==> config.mk <==
export PLATFORM = sky130hd
export DESIGN_NAME = imem_loader_flat
export DESIGN_NICKNAME = d
export VERILOG_FILES = /design/src/rtl/imem_loader_pkg.sv /design/src/rtl/imem_loader_if.sv /design/src/rtl/imem_loader_word_assembler.sv /design/src/rtl/imem_loader.sv /design/src/flat_wrapper.sv
export SDC_FILE = /design/constraint.sdc
export NUM_CORES = 1
export LEC_CHECK = 0
export CORE_UTILIZATION = 36
export DETAILED_ROUTE_END_ITERATION = 10
export RECOVER_POWER = 100
export SETUP_SLACK_MARGIN = 0.05
export SYNTH_ARGS = -nofsm -noshare
export SYNTH_HDL_FRONTEND = slang
export SYNTH_SLANG_ARGS = --single-unit
==> constraint.sdc <==
create_clock -name clk -period 3.44 [get_ports clk]
set_input_delay 0.86 -clock clk [delete_from_list [all_inputs] [get_ports clk]]
set_output_delay 0.86 -clock clk [all_outputs]
set_load 0.05 [all_outputs]
==> src/rtl/imem_loader_pkg.sv <==
// Shared constants and FSM encoding for the serial instruction-memory loader.
// Optional trailer checksum is enabled by defining IMEM_LOADER_CHECKSUM_EN.
package imem_loader_pkg;

  localparam int LEN_W          = 16;
  localparam int BYTES_PER_WORD = 4;

  // FSM encoding, kept as plain constants for legacy tools.
  typedef logic [2:0] state_t;
  localparam state_t S_IDLE   = 3'd0;
  localparam state_t S_LEN_HI = 3'd1;
  localparam state_t S_LEN_LO = 3'd2;
  localparam state_t S_DATA   = 3'd3;
  localparam state_t S_CHK    = 3'd4;
  localparam state_t S_DONE   = 3'd5;
  localparam state_t S_ERR    = 3'd6;

endpackage

==> src/rtl/imem_loader_if.sv <==
// Byte-stream input and instruction-RAM write port of the loader.
interface imem_loader_if #(
  parameter int ADDR_W = 7
);
  // rx handshake: a byte transfers on every clock edge where rx_valid && rx_ready;
  // rx_data must be stable while rx_valid is high, and rx_ready never waits on rx_valid.
  logic [7:0]        rx_data;
  logic              rx_valid;
  logic              rx_ready;
  logic              mem_we;
  logic [ADDR_W-1:0] mem_waddr;
  logic [31:0]       mem_wdata;

  modport master (
    input  rx_data, rx_valid,
    output rx_ready, mem_we, mem_waddr, mem_wdata
  );

  modport slave (
    output rx_data, rx_valid,
    input  rx_ready, mem_we, mem_waddr, mem_wdata
  );
endinterface

==> src/rtl/imem_loader_word_assembler.sv <==
// Shifts bytes in MSB-first and flags the byte that completes a 32-bit word.
module word_assembler
  import imem_loader_pkg::*;
(
  input  logic        clk,
  input  logic        reset,
  input  logic        clr_i,
  input  logic        byte_valid_i,
  input  logic [7:0]  byte_i,
  output logic [31:0] word_o,
  output logic        word_valid_o
);

  logic [1:0]  cnt_q, cnt_d;
  logic [23:0] shift_q, shift_d;

  // The completing byte is passed straight through so the word is ready in the same cycle.
  assign word_o       = {shift_q, byte_i};
  assign word_valid_o = byte_valid_i && (cnt_q == 2'(BYTES_PER_WORD - 1));

  always_comb begin
    cnt_d   = cnt_q;
    shift_d = shift_q;
    if (clr_i) begin
      cnt_d   = '0;
      shift_d = '0;
    end else if (byte_valid_i) begin
      cnt_d   = cnt_q + 2'd1;
      shift_d = {shift_q[15:0], byte_i};
    end
  end

  always_ff @(posedge clk) begin
    if (!reset) begin
      cnt_q   <= '0;
      shift_q <= '0;
    end else begin
      cnt_q   <= cnt_d;
      shift_q <= shift_d;
    end
  end

endmodule

==> src/rtl/imem_loader.sv <==
// Serial instruction-memory loader: length-prefixed big-endian image, CPU held in reset
// until a full image is written. Define IMEM_LOADER_CHECKSUM_EN for the sum trailer byte.
module imem_loader
  import imem_loader_pkg::*;
#(
  parameter int MEM_WORDS      = 128,
  parameter int ADDR_W         = 7,
  parameter int TIMEOUT_CYCLES = 1_000_000
) (
  input  logic            clk,
  input  logic            reset,
  input  logic            load_req,
  imem_loader_if.master   bus,
  output logic            cpu_hold,
  output logic            busy,
  output logic            done,
  output logic            err,
  output state_t          state_o
);

  localparam int TMR_W = $clog2(TIMEOUT_CYCLES + 1);

  state_t             state_q, state_d;
  logic [7:0]         len_hi_q, len_hi_d;
  logic [LEN_W-1:0]   n_q, n_d, idx_q, idx_d;
  logic [LEN_W-1:0]   new_len;
  logic [TMR_W-1:0]   tmr_q, tmr_d;
  logic               req_low_q, req_low_d;
  logic               rx_ready_q, we_q, hold_q, busy_q, done_q, err_q;
  logic [ADDR_W-1:0]  waddr_q;
  logic [31:0]        wdata_q;
  logic               accept, loading, wa_clr, wa_byte;
  logic [31:0]        wa_word;
  logic               wa_valid;
`ifdef IMEM_LOADER_CHECKSUM_EN
  logic [7:0]         sum_q, sum_d;
`endif

  assign loading = state_q inside {S_LEN_HI, S_LEN_LO, S_DATA, S_CHK};
  assign accept  = bus.rx_valid && rx_ready_q;
  assign new_len = {len_hi_q, bus.rx_data};
  assign wa_byte = accept && (state_q == S_DATA);
  assign wa_clr  = (state_d == S_LEN_HI) && (state_q != S_LEN_HI);

  word_assembler u_asm (
    .clk          (clk),
    .reset        (reset),
    .clr_i        (wa_clr),
    .byte_valid_i (wa_byte),
    .byte_i       (bus.rx_data),
    .word_o       (wa_word),
    .word_valid_o (wa_valid)
  );

  always_comb begin
    state_d   = state_q;
    len_hi_d  = len_hi_q;
    n_d       = n_q;
    idx_d     = idx_q;
    req_low_d = req_low_q;
    case (state_q)
      S_IDLE: if (load_req) begin
        state_d = S_LEN_HI;
        idx_d   = '0;
      end
      S_LEN_HI: if (accept) begin
        len_hi_d = bus.rx_data;
        state_d  = S_LEN_LO;
      end
      S_LEN_LO: if (accept) begin
        n_d = new_len;
        if (new_len == '0 || new_len > LEN_W'(MEM_WORDS)) state_d = S_ERR;
        else                                                state_d = S_DATA;
      end
      S_DATA: if (wa_valid) begin
        idx_d = idx_q + 1'b1;
        if (idx_q == n_q - 1'b1) begin
`ifdef IMEM_LOADER_CHECKSUM_EN
          state_d = S_CHK;
`else
          state_d = S_DONE;
`endif
        end
      end
`ifdef IMEM_LOADER_CHECKSUM_EN
      S_CHK: if (accept) state_d = (bus.rx_data == sum_q) ? S_DONE : S_ERR;
`endif
      S_DONE: state_d = S_IDLE;
      // A restart from ERR needs a fresh rising level on load_req.
      S_ERR: begin
        if (!load_req) begin
          req_low_d = 1'b1;
        end else if (req_low_q) begin
          state_d = S_LEN_HI;
          idx_d   = '0;
        end
      end
      default: state_d = S_IDLE;
    endcase

    if (loading && !accept && tmr_q == TMR_W'(TIMEOUT_CYCLES - 1)) state_d = S_ERR;
    if (state_d == S_ERR && state_q != S_ERR) req_low_d = 1'b0;

    tmr_d = '0;
    if (loading && !accept && state_d == state_q) tmr_d = tmr_q + 1'b1;
  end

`ifdef IMEM_LOADER_CHECKSUM_EN
  always_comb begin
    sum_d = sum_q;
    if (wa_clr)       sum_d = '0;
    else if (wa_byte) sum_d = sum_q + bus.rx_data;
  end
`endif

  // Flags are registered from the next state so they line up with the state they describe.
  always_ff @(posedge clk) begin
    if (!reset) begin
      state_q    <= S_IDLE;
      len_hi_q   <= '0;
      n_q        <= '0;
      idx_q      <= '0;
      tmr_q      <= '0;
      req_low_q  <= 1'b0;
      rx_ready_q <= 1'b0;
      we_q       <= 1'b0;
      waddr_q    <= '0;
      wdata_q    <= '0;
      hold_q     <= 1'b0;
      busy_q     <= 1'b0;
      done_q     <= 1'b0;
      err_q      <= 1'b0;
`ifdef IMEM_LOADER_CHECKSUM_EN
      sum_q      <= '0;
`endif
    end else begin
      state_q    <= state_d;
      len_hi_q   <= len_hi_d;
      n_q        <= n_d;
      idx_q      <= idx_d;
      tmr_q      <= tmr_d;
      req_low_q  <= req_low_d;
      rx_ready_q <= state_d inside {S_LEN_HI, S_LEN_LO, S_DATA, S_CHK};
      we_q       <= wa_valid;
      if (wa_valid) begin
        waddr_q <= idx_q[ADDR_W-1:0];
        wdata_q <= wa_word;
      end
      hold_q     <= state_d != S_IDLE;
      busy_q     <= state_d != S_IDLE;
      done_q     <= state_d == S_DONE;
      err_q      <= state_d == S_ERR;
`ifdef IMEM_LOADER_CHECKSUM_EN
      sum_q      <= sum_d;
`endif
    end
  end

  assign bus.rx_ready  = rx_ready_q;
  assign bus.mem_we    = we_q;
  assign bus.mem_waddr = waddr_q;
  assign bus.mem_wdata = wdata_q;
  assign cpu_hold      = hold_q;
  assign busy          = busy_q;
  assign done          = done_q;
  assign err           = err_q;
  assign state_o       = state_q;

endmodule

==> src/flat_wrapper.sv <==
// flat-port wrapper written by rule: the top's interface ports become plain ports
module imem_loader_flat import imem_loader_pkg::*;
#(
  parameter int MEM_WORDS      = 128,
  parameter int ADDR_W         = 7,
  parameter int TIMEOUT_CYCLES = 1_000_000
)
  (clk, reset, load_req, cpu_hold, busy, done, err, state_o, bus_rx_data, bus_rx_valid, bus_rx_ready, bus_mem_we, bus_mem_waddr, bus_mem_wdata);
  imem_loader_if #(.ADDR_W(ADDR_W)) bus_i ();
  input  logic clk;
  input  logic reset;
  input  logic load_req;
  output logic cpu_hold;
  output logic busy;
  output logic done;
  output logic err;
  output state_t state_o;
  input wire logic [$bits(bus_i.rx_data)-1:0] bus_rx_data;
  input wire logic [$bits(bus_i.rx_valid)-1:0] bus_rx_valid;
  output wire logic [$bits(bus_i.rx_ready)-1:0] bus_rx_ready;
  output wire logic [$bits(bus_i.mem_we)-1:0] bus_mem_we;
  output wire logic [$bits(bus_i.mem_waddr)-1:0] bus_mem_waddr;
  output wire logic [$bits(bus_i.mem_wdata)-1:0] bus_mem_wdata;
  assign bus_i.rx_data = bus_rx_data;
  assign bus_i.rx_valid = bus_rx_valid;
  assign bus_rx_ready = bus_i.rx_ready;
  assign bus_mem_we = bus_i.mem_we;
  assign bus_mem_waddr = bus_i.mem_waddr;
  assign bus_mem_wdata = bus_i.mem_wdata;
  imem_loader #(.MEM_WORDS(MEM_WORDS), .ADDR_W(ADDR_W), .TIMEOUT_CYCLES(TIMEOUT_CYCLES)) u_core (.clk(clk), .reset(reset), .load_req(load_req), .bus(bus_i), .cpu_hold(cpu_hold), .busy(busy), .done(done), .err(err), .state_o(state_o));
endmodule
-- After elaboration in Yosys (flattened, before gate mapping)
Cells that the tools add are included.
- shift-type cells: 0
- muxes and demuxes: 15
- divide/modulo/power cells: 0
- bitwise operators: 2
- add/subtract/negate cells: 4
- $mul: 0
- magnitude comparators: 1
- reduce and logical (&&, ||, !) cells: 23
- equality and inequality tests: 21
- operators with widths (cell ; number):
    16-bit 2-to-1 mux ; 4
    16-bit case mux with 3 select lines ; 1
    3-bit 2-to-1 mux ; 9
    20-bit by 1-bit adder with 20-bit output, second input constant ; 1
    20-bit equality test, second input constant ; 1
    16-bit by 1-bit adder with 16-bit output, second input constant ; 1
    16-bit equality test ; 1
    16-bit by 8-bit > comparator with 1-bit output, second input constant ; 1
    16-bit zero test ; 1
    16-bit by 1-bit subtractor with 16-bit output, second input constant ; 1
    3-bit equality test, second input constant ; 5
    3-bit case mux with 5 select lines ; 1
    3-bit by 2-bit equality test with 1-bit output, second input constant ; 4
    1-bit logical AND ; 8
    2-bit AND reduction ; 4
    4-bit nonzero test ; 2
    3-bit by 1-bit equality test with 1-bit output, second input constant ; 2
    3-bit nonzero test ; 2
    5-bit AND reduction ; 1
    2-bit by 1-bit != test with 1-bit output, second input constant ; 2
    2-bit != test, second input constant ; 2
    2-bit OR reduction ; 2
    3-bit equality test ; 1
    3-bit zero test ; 1
    other kinds (7) ; 8
- bits of input ports: 12
- latch bits: 0
- RAM bits: 0
- output and inout bits: 48
- memories kept: 0
- bits in registers: 134
- word-level logic and storage cells: 81
- bits in read-only memories: 0

-- Longest topological paths before layout
- word-level depth: 9
- gate-level depth with buffers: 11

-- By module
From an unflattened synthesis, not the netlist that was laid out.
- cell total of the unflattened synthesis: 612
- area total of the unflattened synthesis: 6039.5 µm²
- modules (own cells, without submodules) (module ; times used ; area an instance (µm²) ; cells an instance):
    imem_loader ; 1 ; 4992.3 ; 517
    word_assembler ; 1 ; 1047.3 ; 95

-- Least setup slack after synthesis
Ideal clock, no wire load.
- kind: input-to-reg
- start point: in bus_rx_data[3]
- end point: reg u_core.idx_q[3]
- setup slack: 224 ps
- library setup time: 115 ps
- arrival time: 3101 ps
- path buffers: 1
- stages on the path: 8
- path through: or4_4 o41a_1 or4_4 a21oi_4 inv_2 o31ai_4 buf_6 nor2_2
- RTL lines (item ; RTL line ; RTL):
    start, declared ; flat_wrapper.sv:18 ; input wire logic [$bits(bus_i.rx_data)-1:0] bus_rx_data;
    end signal, assigned ; imem_loader.sv:140 ; idx_q <= idx_d;
    end, declared ; imem_loader.sv:25 ; logic [LEN_W-1:0] n_q, n_d, idx_q, idx_d;

-- Final worst setup path
- start point: in bus_rx_data[6]
- end point: reg u_core.tmr_q[16]
- cells in the longest elaborated chain, start to end: 9
- elaborated cells on any way between the ends: 10
- classes of those cells: order compare: 1; eq/ne: 1; mux: 4; reduce/logical: 4
- RTL lines (item ; RTL line ; RTL):
    16-bit by 8-bit > comparator with 1-bit output / 16-bit zero test (equally long branches) ; imem_loader.sv:72 ; if (new_len == '0 || new_len > LEN_W'(MEM_WORDS)) state_d = S_ERR;
    1-bit logical OR (*) ; imem_loader.sv:72 ;
    3-bit 2-to-1 mux (*) ; imem_loader.sv:72 ;
    3-bit 2-to-1 mux (*) ; imem_loader.sv:70 ; S_LEN_LO: if (accept) begin
    3-bit case mux with 5 select lines (*) ; imem_loader.sv:61 ; case (state_q)
    3-bit 2-to-1 mux (*) ; imem_loader.sv:101 ; if (loading && !accept && tmr_q == TMR_W'(TIMEOUT_CYCLES - 1)) state_d = S_ERR;
    3-bit equality test (*) ; imem_loader.sv:105 ; if (loading && !accept && state_d == state_q) tmr_d = tmr_q + 1'b1;
    1-bit logical AND (*) ; imem_loader.sv:105 ;
    2-bit AND reduction (no line) (*) ; n/a ;
    end signal, assigned ; imem_loader.sv:141 ; tmr_q <= tmr_d;
    end, declared ; imem_loader.sv:27 ; logic [TMR_W-1:0] tmr_q, tmr_d;
Mark *: on every way between the ends. The rest lies on a longest branch, timed or not.
A chain may end at the register's enable or synchronous reset.

==> flow_summary.toml <==
[run_status]
outcome = "completed"

[cells_and_area]
area_growth_pct = 24.1
layout-drive-gt1-share_pct = 10.7
n_fill_cell = 1592
antenna_cells = 0
final_util_pct = 46.4
stdcell_area_um2 = 7470
final_nets = 796

[global_routing]
overflow = 0
grtUsageTotal_pct = 17.6
grt_start_max_net_pins = 43
grt_pass1_vias = 4749
grt_pass1_wl_um = 24300
antenna_found_initial = 0

[sta]
fmax_mhz = 303
finalSetupTns_ns = 0
setup_slack_ns = 0.142
fin_crit_sh_pct = 95.9
worstMarginPinSlew_ns = 0.816
setup_violations = 0
fin_worst_hold_slack_ns = 0.457
finalHoldViolCount = 0
relSlewSlack_pct = 45.6
period_needed_ns = 3.30
rsz0062_at_grt = "no"
slew_violations = 0
finClkSkew_ns = 0.00903

[detailed_routing]
vias = 5017
viasPerCell = 4.97
drt_pre_antenna_iters = 4
drc = 0
dr.first_iter.drc_count = 233
wl_um = 14800
ant_nets = 0
drt-wirelength-per-cell_um = 14.7

[synthesis]
ys_types = 63
synth_area_um2 = 6020
yosys_warnings = 0
synth_flop_cell = "dfxtp_1"
netlist.area_leader.share_pct = 44.6
syn_nets = 726
syn_area_per_cell_um2 = 8.48
synth_top_cell_by_area = "dfxtp_1"
synthTopCellsByArea = "dfxtp_1 (45%), nand2_1 (12%), a21boi_0 (8.1%)"
synth_cells = 710
ys_async_sr_fraction_pct = 0
ys_seq_elements = 134
synth_enable_flop_cells = 0
yosysSeqAreaShare_pct = 44.6

[critical_path]
cp.arrival_ns = 3.65
r2r_start = "u_core.n_q[0]$_SDFFE_PN0P_"
path_cells = "clkdlybuf4s50_1 -> or4_4 -> o41a_1 -> or4_1 -> a21oi_4 -> buf_4 -> a41o_1 -> o211ai_1 -> clkbuf_2 -> clkbuf_2 -> nor2_1"
reg2regPathDepth = 11
critPathCaptureType = "flop"
startpoint_type = "input port"
crit_start = "bus_rx_data[6]"
cp.required_ns = 3.79
crit_buf_inv = 4
cp_common_cell = "clkbuf_2"
critPathTopFamily = "simple AND/OR/NAND/NOR gates"
cp.depth = 11
max_stage_delay_ns = 0.58
crit_path_top_delay_cell = "or4_1"
critical_path_class = "input port to flop"
path_max_fanout = 5

[clock_tree]
cts_buffers = 17
clk_pin_slew_ns = 0.06
cts.sinks = 134
cts_root_buffer = "clkbuf_16"
htree_num_levels = 4
cts_tree = "built"
postCtsHoldBufs = 0
clockBufferDepth = 2
clock_latency_ns = 0.42

[floorplan]
die_w_um = 131
rows = 46
die_area_um2 = 17200
start_util_pct = 37.4
coreArea_um2 = 16100
num_io_pins = 60
fp.dieH_um = 131

[power]
p_leak_uw = 0.00276
power_density_nw_per_um2 = 496
peakVddDrop_mv = 0.443

[min_path]
hp-class = "flop to flop"
hp-start = "u_core.bus.mem_wdata[25]$_SDFFE_PN0P_"
holdPathStages = 2

[job]
maxCapViolations = 0

[placed_design]
place_ws_ns = -0.377
placed_area_um2 = 6920
place_congestion = 0.877
port_buffers = 59
dpl.hpwl_um = 10300
[cell type report]
type	count	area (um2)	share of cell area, %
clock buffers	20	447	5.98
clock inverters	12	176	2.36
inverters	8	30.0	0.402
multi-input cells	526	2990	40.0
flip-flops and latches	134	2680	35.9
well taps	216	270	3.62
repair buffers	93	875	11.7
[worst min-delay path: stages (launching register included)]
cell and delay [ns]:
dfxtp_1 0.30, nand2_1 0.04, a21boi_0 0.06
[through the flow]
step,power [uW],instances
final,3700,1009
after global routing,3820,1009
after CTS,3720,1003
after detailed placement,1820,971
after global placement,1810,971
after floorplan,1740,710
[repair_timing]
action | CTS | global route
setup buffers | 0 | 2
resized for setup | 0 | 6
endpoints found under the setup margin | 0 | 59
[cells in the mapped netlist, types with 2 or more instances]
| cell type | number |
|---|---|
| or2_2 | 2 |
| nor3_1 | 7 |
| and2_1 | 2 |
| o211ai_1 | 3 |
| clkbuf_1 | 29 |
| ha_1 | 4 |
| a21oi_1 | 6 |
| or4_4 | 2 |
| nand3_1 | 19 |
| or4_2 | 2 |
| nor2_2 | 16 |
| or4_1 | 3 |
| buf_6 | 5 |
| nor4b_1 | 3 |
| nand4b_1 | 3 |
| o21ai_0 | 11 |
| nand2_1 | 195 |
| inv_2 | 2 |
| dfxtp_1 | 134 |
| xor2_1 | 32 |
| o31ai_1 | 2 |
| and4_1 | 5 |
| buf_1 | 3 |
| buf_2 | 2 |
| a31oi_1 | 5 |
| inv_1 | 6 |
| and3_1 | 8 |
| nand2b_1 | 2 |
| or3_1 | 3 |
| nor2_1 | 37 |
| a21boi_0 | 65 |
| xnor2_1 | 21 |
| nor4_1 | 8 |
| a21oi_2 | 24 |
| nor2b_1 | 2 |
| nand4_1 | 10 |
[registers in the layout, indices dropped and copies added, names as in the netlist]
register	cells
u_core.cpu_hold	1
u_core.bus.mem_we	1
u_core.err	1
u_core.u_asm.cnt_q	2
u_core.done	1
u_core.tmr_q	20
u_core.req_low_q	1
u_core.u_asm.shift_q	24
u_core.len_hi_q	8
u_core.n_q	16
u_core.bus.mem_waddr	7
u_core.bus.mem_wdata	32
u_core.state_o	3
u_core.idx_q	16
u_core.bus.rx_ready	1
[kinds of logic (layout without fill, tap and decap cells)]
logic type / after synthesis / after routing / share of synthesized area, %
XOR/XNOR: 53 / 53 / 7.71
flip-flops: 134 / 134 / 44.6
adder cells (fa/ha/maj): 4 / 4 / 0.831
AND/OR/NAND/NOR: 338 / 338 / 26.0
buffers and inverters: 50 / 133 / 4.03
multiplexers: 1 / 1 / 0.166
AO/OA/AOI/OAI: 130 / 130 / 16.7
[layer usage]
| layer | global-route usage [%] | vias up | routed length, um |
|---|---|---|---|
| li1 | - | 2541 | - |
| met1 | 24.2 | 2357 | 7310 |
| met2 | 26.5 | 104 | 6690 |
| met3 | 4.75 | 15 | 649 |
| met4 | 5.49 | 0 | 175 |
| met5 | 0 | - | 0 |
[layout by cell type (no fill, tap or decap), drive strengths merged, types with 6 or more instances in the layout]
cell / synthesis / final
a21oi: 31 / 31
clkdlybuf4s50: 0 / 6
or4: 7 / 7
xor2: 32 / 32
dfxtp: 134 / 134
xnor2: 21 / 21
nor3: 7 / 7
nand4: 10 / 10
clkbuf: 31 / 30
buf: 11 / 25
nand3: 19 / 19
inv: 8 / 9
nand2: 195 / 195
a21boi: 65 / 65
o21ai: 11 / 11
dlygate4sd3: 0 / 49
and3: 9 / 9
nor2: 53 / 53
nor4: 8 / 8
[final timing paths]
kind | slack (ns) | to
max | 0.14 | u_core.tmr_q[16]$_SDFF_PN0_
max reg2reg | 0.32 | u_core.tmr_q[16]$_SDFF_PN0_
min reg2reg | 0.46 | u_core.bus.mem_wdata[25]$_SDFFE_PN0P_
min | 0.46 | u_core.bus.mem_wdata[25]$_SDFFE_PN0P_
[report_power, final]
part | leakage (uW) | internal, uW | switching, uW | total [uW]
combinational | 0.00139 | 89.0 | 124 | 213
clock | 0.000289 | 1230 | 683 | 1910
sequential | 0.00108 | 1560 | 12.3 | 1570
total | 0.00276 | 2880 | 820 | 3700
Note: power is estimated with default switching activity, not from simulation.
